<file path="src/rtl/ram_arbiter.sv">
// -----------------------------------------------------------------------------
// ram_arbiter
//
// Shares one board RAM (registered address, one-cycle read latency) between the
// software host port and the hardware move engine.
//
// Arbitration: a lone requester is granted in the same cycle. When both ports
// request, the port that lost the previous contested cycle wins (round-robin).
// The engine can take back-to-back ownership with eng_lock. The burst is capped
// at MAX_LOCK grants. After that the host gets one guaranteed grant (COOLDOWN)
// before the engine can lock again.
//
// Ports
//   clk, reset                    single clock, synchronous active-high reset
//   host_* / eng_*                req, wr, addr, wdata per requester
//   eng_lock                      engine asks to keep ownership
//   host_grant / eng_grant        combinational accept strobes
//   host_rvalid / eng_rvalid      read data valid, one cycle after a read grant
//   host_rdata / eng_rdata        read data (holds between reads)
//   ram_rdaddress / ram_wraddress RAM addresses (hold when idle)
//   ram_data, ram_wren            RAM write data / enable
//   ram_q                         RAM read data
//   conflict_count                saturating count of contested cycles
// -----------------------------------------------------------------------------
module ram_arbiter #(
    parameter int DATA_WIDTH = 32,
    parameter int ADDR_WIDTH = 14,
    parameter int MAX_LOCK   = 16
) (
    input  logic                  clk,
    input  logic                  reset,
    input  logic                  host_req,
    input  logic                  host_wr,
    input  logic [ADDR_WIDTH-1:0] host_addr,
    input  logic [DATA_WIDTH-1:0] host_wdata,
    input  logic                  eng_req,
    input  logic                  eng_wr,
    input  logic [ADDR_WIDTH-1:0] eng_addr,
    input  logic [DATA_WIDTH-1:0] eng_wdata,
    input  logic                  eng_lock,
    output logic                  host_grant,
    output logic                  eng_grant,
    output logic                  host_rvalid,
    output logic                  eng_rvalid,
    output logic [DATA_WIDTH-1:0] host_rdata,
    output logic [DATA_WIDTH-1:0] eng_rdata,
    output logic [ADDR_WIDTH-1:0] ram_rdaddress,
    output logic [ADDR_WIDTH-1:0] ram_wraddress,
    output logic [DATA_WIDTH-1:0] ram_data,
    output logic                  ram_wren,
    input  logic [DATA_WIDTH-1:0] ram_q,
    output logic [15:0]           conflict_count
);

    typedef enum logic [1:0] {
        ST_IDLE,
        ST_LOCKED,
        ST_COOLDOWN
    } state_t;

    localparam int CW = $clog2(MAX_LOCK + 1);

    state_t          state_q, state_d;
    logic [CW-1:0]   lock_cnt_q, lock_cnt_d;
    logic            rr_host_q, rr_host_d;   // 1: host wins next contested cycle
    logic            host_gnt, eng_gnt;
    logic            contested;

    assign contested = host_req & eng_req;

    // -------------------------------------------------------------------------
    // Arbitration FSM: next state and grants
    // -------------------------------------------------------------------------
    always_comb begin
        // NOTE: every output of this block gets a default first, so no path
        // leaves a variable unassigned and no latch is inferred.
        host_gnt   = 1'b0;
        eng_gnt    = 1'b0;
        state_d    = state_q;
        lock_cnt_d = lock_cnt_q;
        rr_host_d  = rr_host_q;

        case (state_q)
            ST_IDLE: begin
                if (contested) begin
                    host_gnt = rr_host_q;
                    eng_gnt  = ~rr_host_q;
                end else begin
                    host_gnt = host_req;
                    eng_gnt  = eng_req;
                end
            end
            ST_LOCKED: begin
                if (eng_req) eng_gnt  = 1'b1;
                else         host_gnt = host_req;
                if (!eng_req || !eng_lock) begin
                    state_d    = ST_IDLE;
                    lock_cnt_d = '0;
                end else begin
                    lock_cnt_d = lock_cnt_q + 1'b1;
                    if (lock_cnt_d >= CW'(MAX_LOCK)) begin
                        state_d    = ST_COOLDOWN;
                        lock_cnt_d = '0;
                    end
                end
            end
            ST_COOLDOWN: begin
                // Host is owed one grant; with no host request the engine may go.
                if (host_req) host_gnt = 1'b1;
                else          eng_gnt  = eng_req;
                state_d    = ST_IDLE;
                lock_cnt_d = '0;
            end
            default: begin
                state_d    = ST_IDLE;
                lock_cnt_d = '0;
            end
        endcase

        // A locked engine grant from outside LOCKED starts a new burst; that
        // grant is the first of the MAX_LOCK.
        if (state_q != ST_LOCKED && eng_gnt && eng_lock) begin
            lock_cnt_d = CW'(1);
            state_d    = (MAX_LOCK <= 1) ? ST_COOLDOWN : ST_LOCKED;
        end

        // The loser of a contested cycle wins the next one.
        if (contested) rr_host_d = eng_gnt;

        if (reset) begin
            host_gnt = 1'b0;
            eng_gnt  = 1'b0;
        end
    end

    // NOTE: sequential state uses non-blocking assignments only, so every
    // register samples the values from before the clock edge.
    always_ff @(posedge clk) begin
        if (reset) begin
            state_q    <= ST_IDLE;
            lock_cnt_q <= '0;
            rr_host_q  <= 1'b1;
        end else begin
            state_q    <= state_d;
            lock_cnt_q <= lock_cnt_d;
            rr_host_q  <= rr_host_d;
        end
    end

    assign host_grant = host_gnt;
    assign eng_grant  = eng_gnt;

    // -------------------------------------------------------------------------
    // RAM-side datapath
    // -------------------------------------------------------------------------
    logic                  gnt_any, sel_wr, rd_gnt, wr_gnt;
    logic [ADDR_WIDTH-1:0] sel_addr;
    logic [DATA_WIDTH-1:0] sel_wdata;
    logic [ADDR_WIDTH-1:0] rdaddr_q, wraddr_q;
    logic [DATA_WIDTH-1:0] wdata_q;

    assign gnt_any   = host_gnt | eng_gnt;
    assign sel_wr    = host_gnt ? host_wr    : eng_wr;
    assign sel_addr  = host_gnt ? host_addr  : eng_addr;
    assign sel_wdata = host_gnt ? host_wdata : eng_wdata;
    assign rd_gnt    = gnt_any & ~sel_wr;
    assign wr_gnt    = gnt_any &  sel_wr;

    // Addresses and write data hold their last granted values between accesses.
    assign ram_rdaddress = rd_gnt ? sel_addr  : rdaddr_q;
    assign ram_wraddress = wr_gnt ? sel_addr  : wraddr_q;
    assign ram_data      = wr_gnt ? sel_wdata : wdata_q;
    assign ram_wren      = wr_gnt;

    always_ff @(posedge clk) begin
        if (reset) begin
            rdaddr_q <= '0;
            wraddr_q <= '0;
            wdata_q  <= '0;
        end else begin
            rdaddr_q <= ram_rdaddress;
            wraddr_q <= ram_wraddress;
            wdata_q  <= ram_data;
        end
    end

    // -------------------------------------------------------------------------
    // Read return: rvalid registered from the read grant; rdata passes ram_q
    // through in the valid cycle and holds the captured word otherwise.
    // -------------------------------------------------------------------------
    logic                  host_rvalid_q, eng_rvalid_q;
    logic [DATA_WIDTH-1:0] host_rdata_q, eng_rdata_q;

    assign host_rvalid = host_rvalid_q & ~reset;
    assign eng_rvalid  = eng_rvalid_q  & ~reset;
    assign host_rdata  = host_rvalid ? ram_q : host_rdata_q;
    assign eng_rdata   = eng_rvalid  ? ram_q : eng_rdata_q;

    always_ff @(posedge clk) begin
        if (reset) begin
            host_rvalid_q <= 1'b0;
            eng_rvalid_q  <= 1'b0;
            host_rdata_q  <= '0;
            eng_rdata_q   <= '0;
        end else begin
            host_rvalid_q <= host_gnt & ~host_wr;
            eng_rvalid_q  <= eng_gnt  & ~eng_wr;
            host_rdata_q  <= host_rdata;
            eng_rdata_q   <= eng_rdata;
        end
    end

    // -------------------------------------------------------------------------
    // Contested-cycle counter, saturating
    // -------------------------------------------------------------------------
    logic [15:0] conflict_q;

    always_ff @(posedge clk) begin
        if (reset) begin
            conflict_q <= '0;
        end else if (contested && conflict_q != 16'hFFFF) begin
            conflict_q <= conflict_q + 16'd1;
        end
    end

    assign conflict_count = conflict_q;

endmodule

</file>
<file path="config.mk">
export PLATFORM = sky130hd
export DESIGN_NAME = ram_arbiter
export DESIGN_NICKNAME = d
export VERILOG_FILES = /design/src/rtl/ram_arbiter.sv
export SDC_FILE = /design/constraint.sdc
export NUM_CORES = 1
export LEC_CHECK = 0
export ABC_AREA = 1
export BUFFER_PORTS_ARGS = -buffer_cell sky130_fd_sc_hd__buf_2
export CAP_MARGIN = 20
export CORE_MARGIN = 1.5
export CORE_UTILIZATION = 46
export CTS_CLUSTER_DIAMETER = 200
export DETAILED_ROUTE_END_ITERATION = 16
export PLACE_DENSITY = 0.83
export SYNTH_ARGS = -nofsm -noshare
export SYNTH_HDL_FRONTEND = slang
export SYNTH_SLANG_ARGS = --single-unit
</file>
<file path="constraint.sdc">
create_clock -name clk -period 1.8 [get_ports clk]
set_clock_uncertainty 0.05 [all_clocks]
set_input_delay 0.09 -clock clk [delete_from_list [all_inputs] [get_ports clk]]
set_output_delay 0.09 -clock clk [all_outputs]
set_load 0.02 [all_outputs]
</file>
==> flow_metrics.py <==
metrics = {
    "outcome": {
        "status": "complete, but fails checks",
        "violations": "negative setup slack",
    },
    "timing": {
        "fin_setup_tns_ps": -25870,
        "hold_viol_final": 0,
        "finalSetupViolations": 67,
        "hold_slack_ps": 44.1,
        "slew_violations": 0,
        "finalCritPeriodShare_pct": 127,
        "setup_slack_ps": -485,
        "relSlewSlack_pct": 53.5,
        "tightest_slew_ps": 698,
        "fmax_mhz": 438,
        "period_needed_ps": 2290,
        "rsz0062_at_grt": "true",
    },
    "global_routing": {
        "grt_overflow_total": 0,
        "grt_pass1_wl_mm": 39.3,
        "antenna_found_initial": 1,
        "grt_pass1_vias": 8289,
        "grt_start_max_net_pins": 62,
        "grt_usage_pct": 27.3,
    },
    "setup_path": {
        "crit_required_ps": 1660,
        "worstPathMaxFanout": 8,
        "cp_slowest_cell": "dfxtp_2",
        "critPathLaunchType": "flip-flop",
        "end_kind": "output pin",
        "path_class": "flip-flop to output pin",
        "slowest_delay_ps": 350,
        "cp_common_cell": "nand2_4",
        "cp.arrival_ps": 2150,
        "crit_path_cell_trace": "nand2_4, nand3_4, nor2_4, buf_12, nand2_4, nand2_4, nand2_8, clkinv_8, clkbuf_16, nand3_1, nand2_1, inv_2, buf_6",
    },
    "yosys": {
        "synth_xor_area_share_pct": 1.02,
        "synth-compound-area-share_pct": 11.8,
        "syn_area_mm2": 0.00774,
        "synthMuxAreaShare_pct": 0,
        "yosys.area_share.simple_pct": 31.3,
        "yosysWarnings": 0,
        "syn_nets": 1334,
        "yosysUniqueCellTypes": 29,
        "synthAdderAreaFrac_pct": 0.323,
        "yosys_register_bits": 150,
        "ys_seq_area_share_pct": 38.8,
        "synth_cells": 1201,
        "postSynthAreaPerCell_um2": 6.45,
        "synth_top_family_by_area": "simple AND/OR/NAND/NOR gates",
    },
    "drt": {
        "routed_wl_mm": 27.8,
        "drc_errors": 0,
        "drt-initial-drc-count": 745,
        "num_vias": 9224,
        "first_pass_iters": 13,
        "postRouteAntennaNets": 0,
        "wl_per_cell_um": 15.7,
        "via_per_inst": 5.20,
    },
    "cts": {
        "ctsRootBufferMaster": "clkbuf_16",
        "ctsLongestPathBuffers": 2,
        "clkTransAtPathRegs_ps": 60,
        "cts_sinks": 150,
        "cts_buffers": 17,
        "clk_latency_ps": 420,
        "cts_tree": "done",
        "h-tree-depth": 4,
    },
    "placement": {
        "gp_congestion": 0.877,
        "place_area_mm2": 0.00956,
        "dp_hpwl_mm": 15.8,
        "pre_cts_ws_ps": -112,
        "port_buffers": 275,
    },
    "cells_and_area": {
        "nFillCells": 1147,
        "finalInstanceArea_mm2": 0.0119,
        "layout-drive-gt1-share_pct": 33.6,
        "finish.utilization_pct": 72.0,
        "nNetsFinal": 1675,
        "ff_latch_area_mm2": 0.00301,
        "multiInputGateArea_mm2": 0.00389,
        "syn_to_final_growth_pct": 53.7,
        "antenna_cells": 0,
    },
    "floorplan": {
        "coreArea_mm2": 0.0165,
        "std_cell_rows": 47,
        "die_x_um": 133,
        "die_h_um": 133,
        "pin_count": 276,
        "die-area_mm2": 0.0176,
        "initial_core_util_pct": 46.8,
    },
    "power_and_ir_drop": {
        "ir_worst_vdd_mv": 0.682,
        "power_density_mw_per_mm2": 852,
        "power_leakage_nw": 6.25,
    },
    "min_path": {
        "hold_class": "primary input to flip-flop",
    },
    "flow_run": {
        "cap_viol_max_count": 0,
    },
}
==> cells by family (layout without fill, tap and decap cells) <==
| group | count (synthesis) | after routing |
|---|---|---|
| AOI/OAI and AO/OA | 149 | 149 |
| and+or+nand+nor | 560 | 561 |
| DFF | 150 | 150 |
| xor gates and xnor gates | 9 | 9 |
| buffers and inverters | 331 | 684 |
| adders and majority gates | 2 | 2 |
==> per-stage QoR <==
step / total power, mW / instances
after floorplan: 4.92 / 1201
after global placement: 5.64 / 1669
after detailed placement: 5.67 / 1669
after CTS: 9.69 / 1745
after global routing: 10.5 / 1775
final: 10.1 / 1775
==> path summary, 6_finish.rpt <==
check,end,depth (start not counted),slack [ps],start
worst max-delay path,ram_data[11],13,-490,state_q[1]$_SDFFE_PP0P_
worst min-delay path,host_rvalid_q$_SDFF_PP0_,4,40,host_wr
worst max register to register,wraddr_q[3]$_SDFF_PP0_,13,-90,state_q[1]$_SDFFE_PP0P_
worst min register to register,host_rdata_q[16]$_SDFF_PP0_,2,420,host_rdata_q[16]$_SDFF_PP0_
==> Yosys cell counts, drive strengths merged <==
master	number	share of area, %
a211oi	64	6.2
a21oi	76	4.9
a31oi	1	0.081
buf	37	2.5
clkbuf	31	1.5
clkinv	1	0.048
dfxtp	150	39
ha	2	0.32
inv	262	13
nand2	272	13
nand3	72	4.7
nand3b	48	4.7
nand4	2	0.24
nor2	154	7.6
nor3	11	0.71
o21ai	7	0.45
o31ai	1	0.097
or2	1	0.081
xnor2	2	0.23
xor2	7	0.79
==> report_power, final <==
| group | switching, mW | total (mW) | internal (mW) |
|---|---|---|---|
| Combinational | 1.60 | 2.78 | 1.18 |
| Sequential | 0.0633 | 3.58 | 3.52 |
| Clock | 1.45 | 3.77 | 2.32 |
| Total | 3.12 | 10.1 | 7.02 |
==> area by class of cell <==
type | count | share of cell area, %
multi-input cells | 721 | 32.7
repair buffers | 389 | 26.1
flip-flops and latches | 150 | 25.3
inverters | 263 | 8.48
clock buffers | 19 | 3.64
well taps | 220 | 2.31
clock inverters | 13 | 1.52
==> state kept, by name, indices dropped and copies added (netlist names), 2 cells and up <==
| name | count |
|---|---|
| conflict_count | 16 |
| eng_rdata_q | 32 |
| host_rdata_q | 32 |
| lock_cnt_q | 5 |
| rdaddr_q | 14 |
| state_q | 2 |
| wdata_q | 32 |
| wraddr_q | 14 |
==> critical path: cells and delay by family, from the launching register on <==
family / cells / cell delay [ps]
flip-flops: 1 / 350
AND/OR/NAND/NOR: 8 / 780
buffers and inverters: 5 / 580
==> repair_timing <==
action | in CTS | in global routing
pin swaps | 10 | 39
gates resized for setup | 106 | 164
endpoints found under the setup margin | 68 | 164
hold endpoints to repair | 66 | 1
hold buffers | 36 | 1
gates cloned | 3 | 11
buffers inserted | 5 | 19
==> layer usage <==
metal / routed length (µm) / part of all wire [%] / track usage, % / up-vias
met5: 17 / 0.061 / 0 / -
met4: 1010 / 3.6 / 12.8 / 2
met3: 2120 / 7.6 / 5.40 / 100
met2: 13900 / 50 / 47.1 / 523
met1: 10800 / 39 / 32.7 / 4230
li1: - / - / - / 4369
==> cells in the final DEF, fill, tap and decap left out, drive strengths merged <==
cell,count
o21ai,7
clkinvlp,2
o31ai,1
nand2,273
a21oi,76
a211oi,64
nor2,154
nor3,11
buf,343
a31oi,1
xnor2,2
clkinv,9
clkbuf,29
dlygate4sd3,36
nand4,2
or2,1
inv,261
nand3b,48
nand3,72
ha,2
bufinv,4
dfxtp,150
xor2,7
No activity file was read; power rests on OpenSTA's default activity.
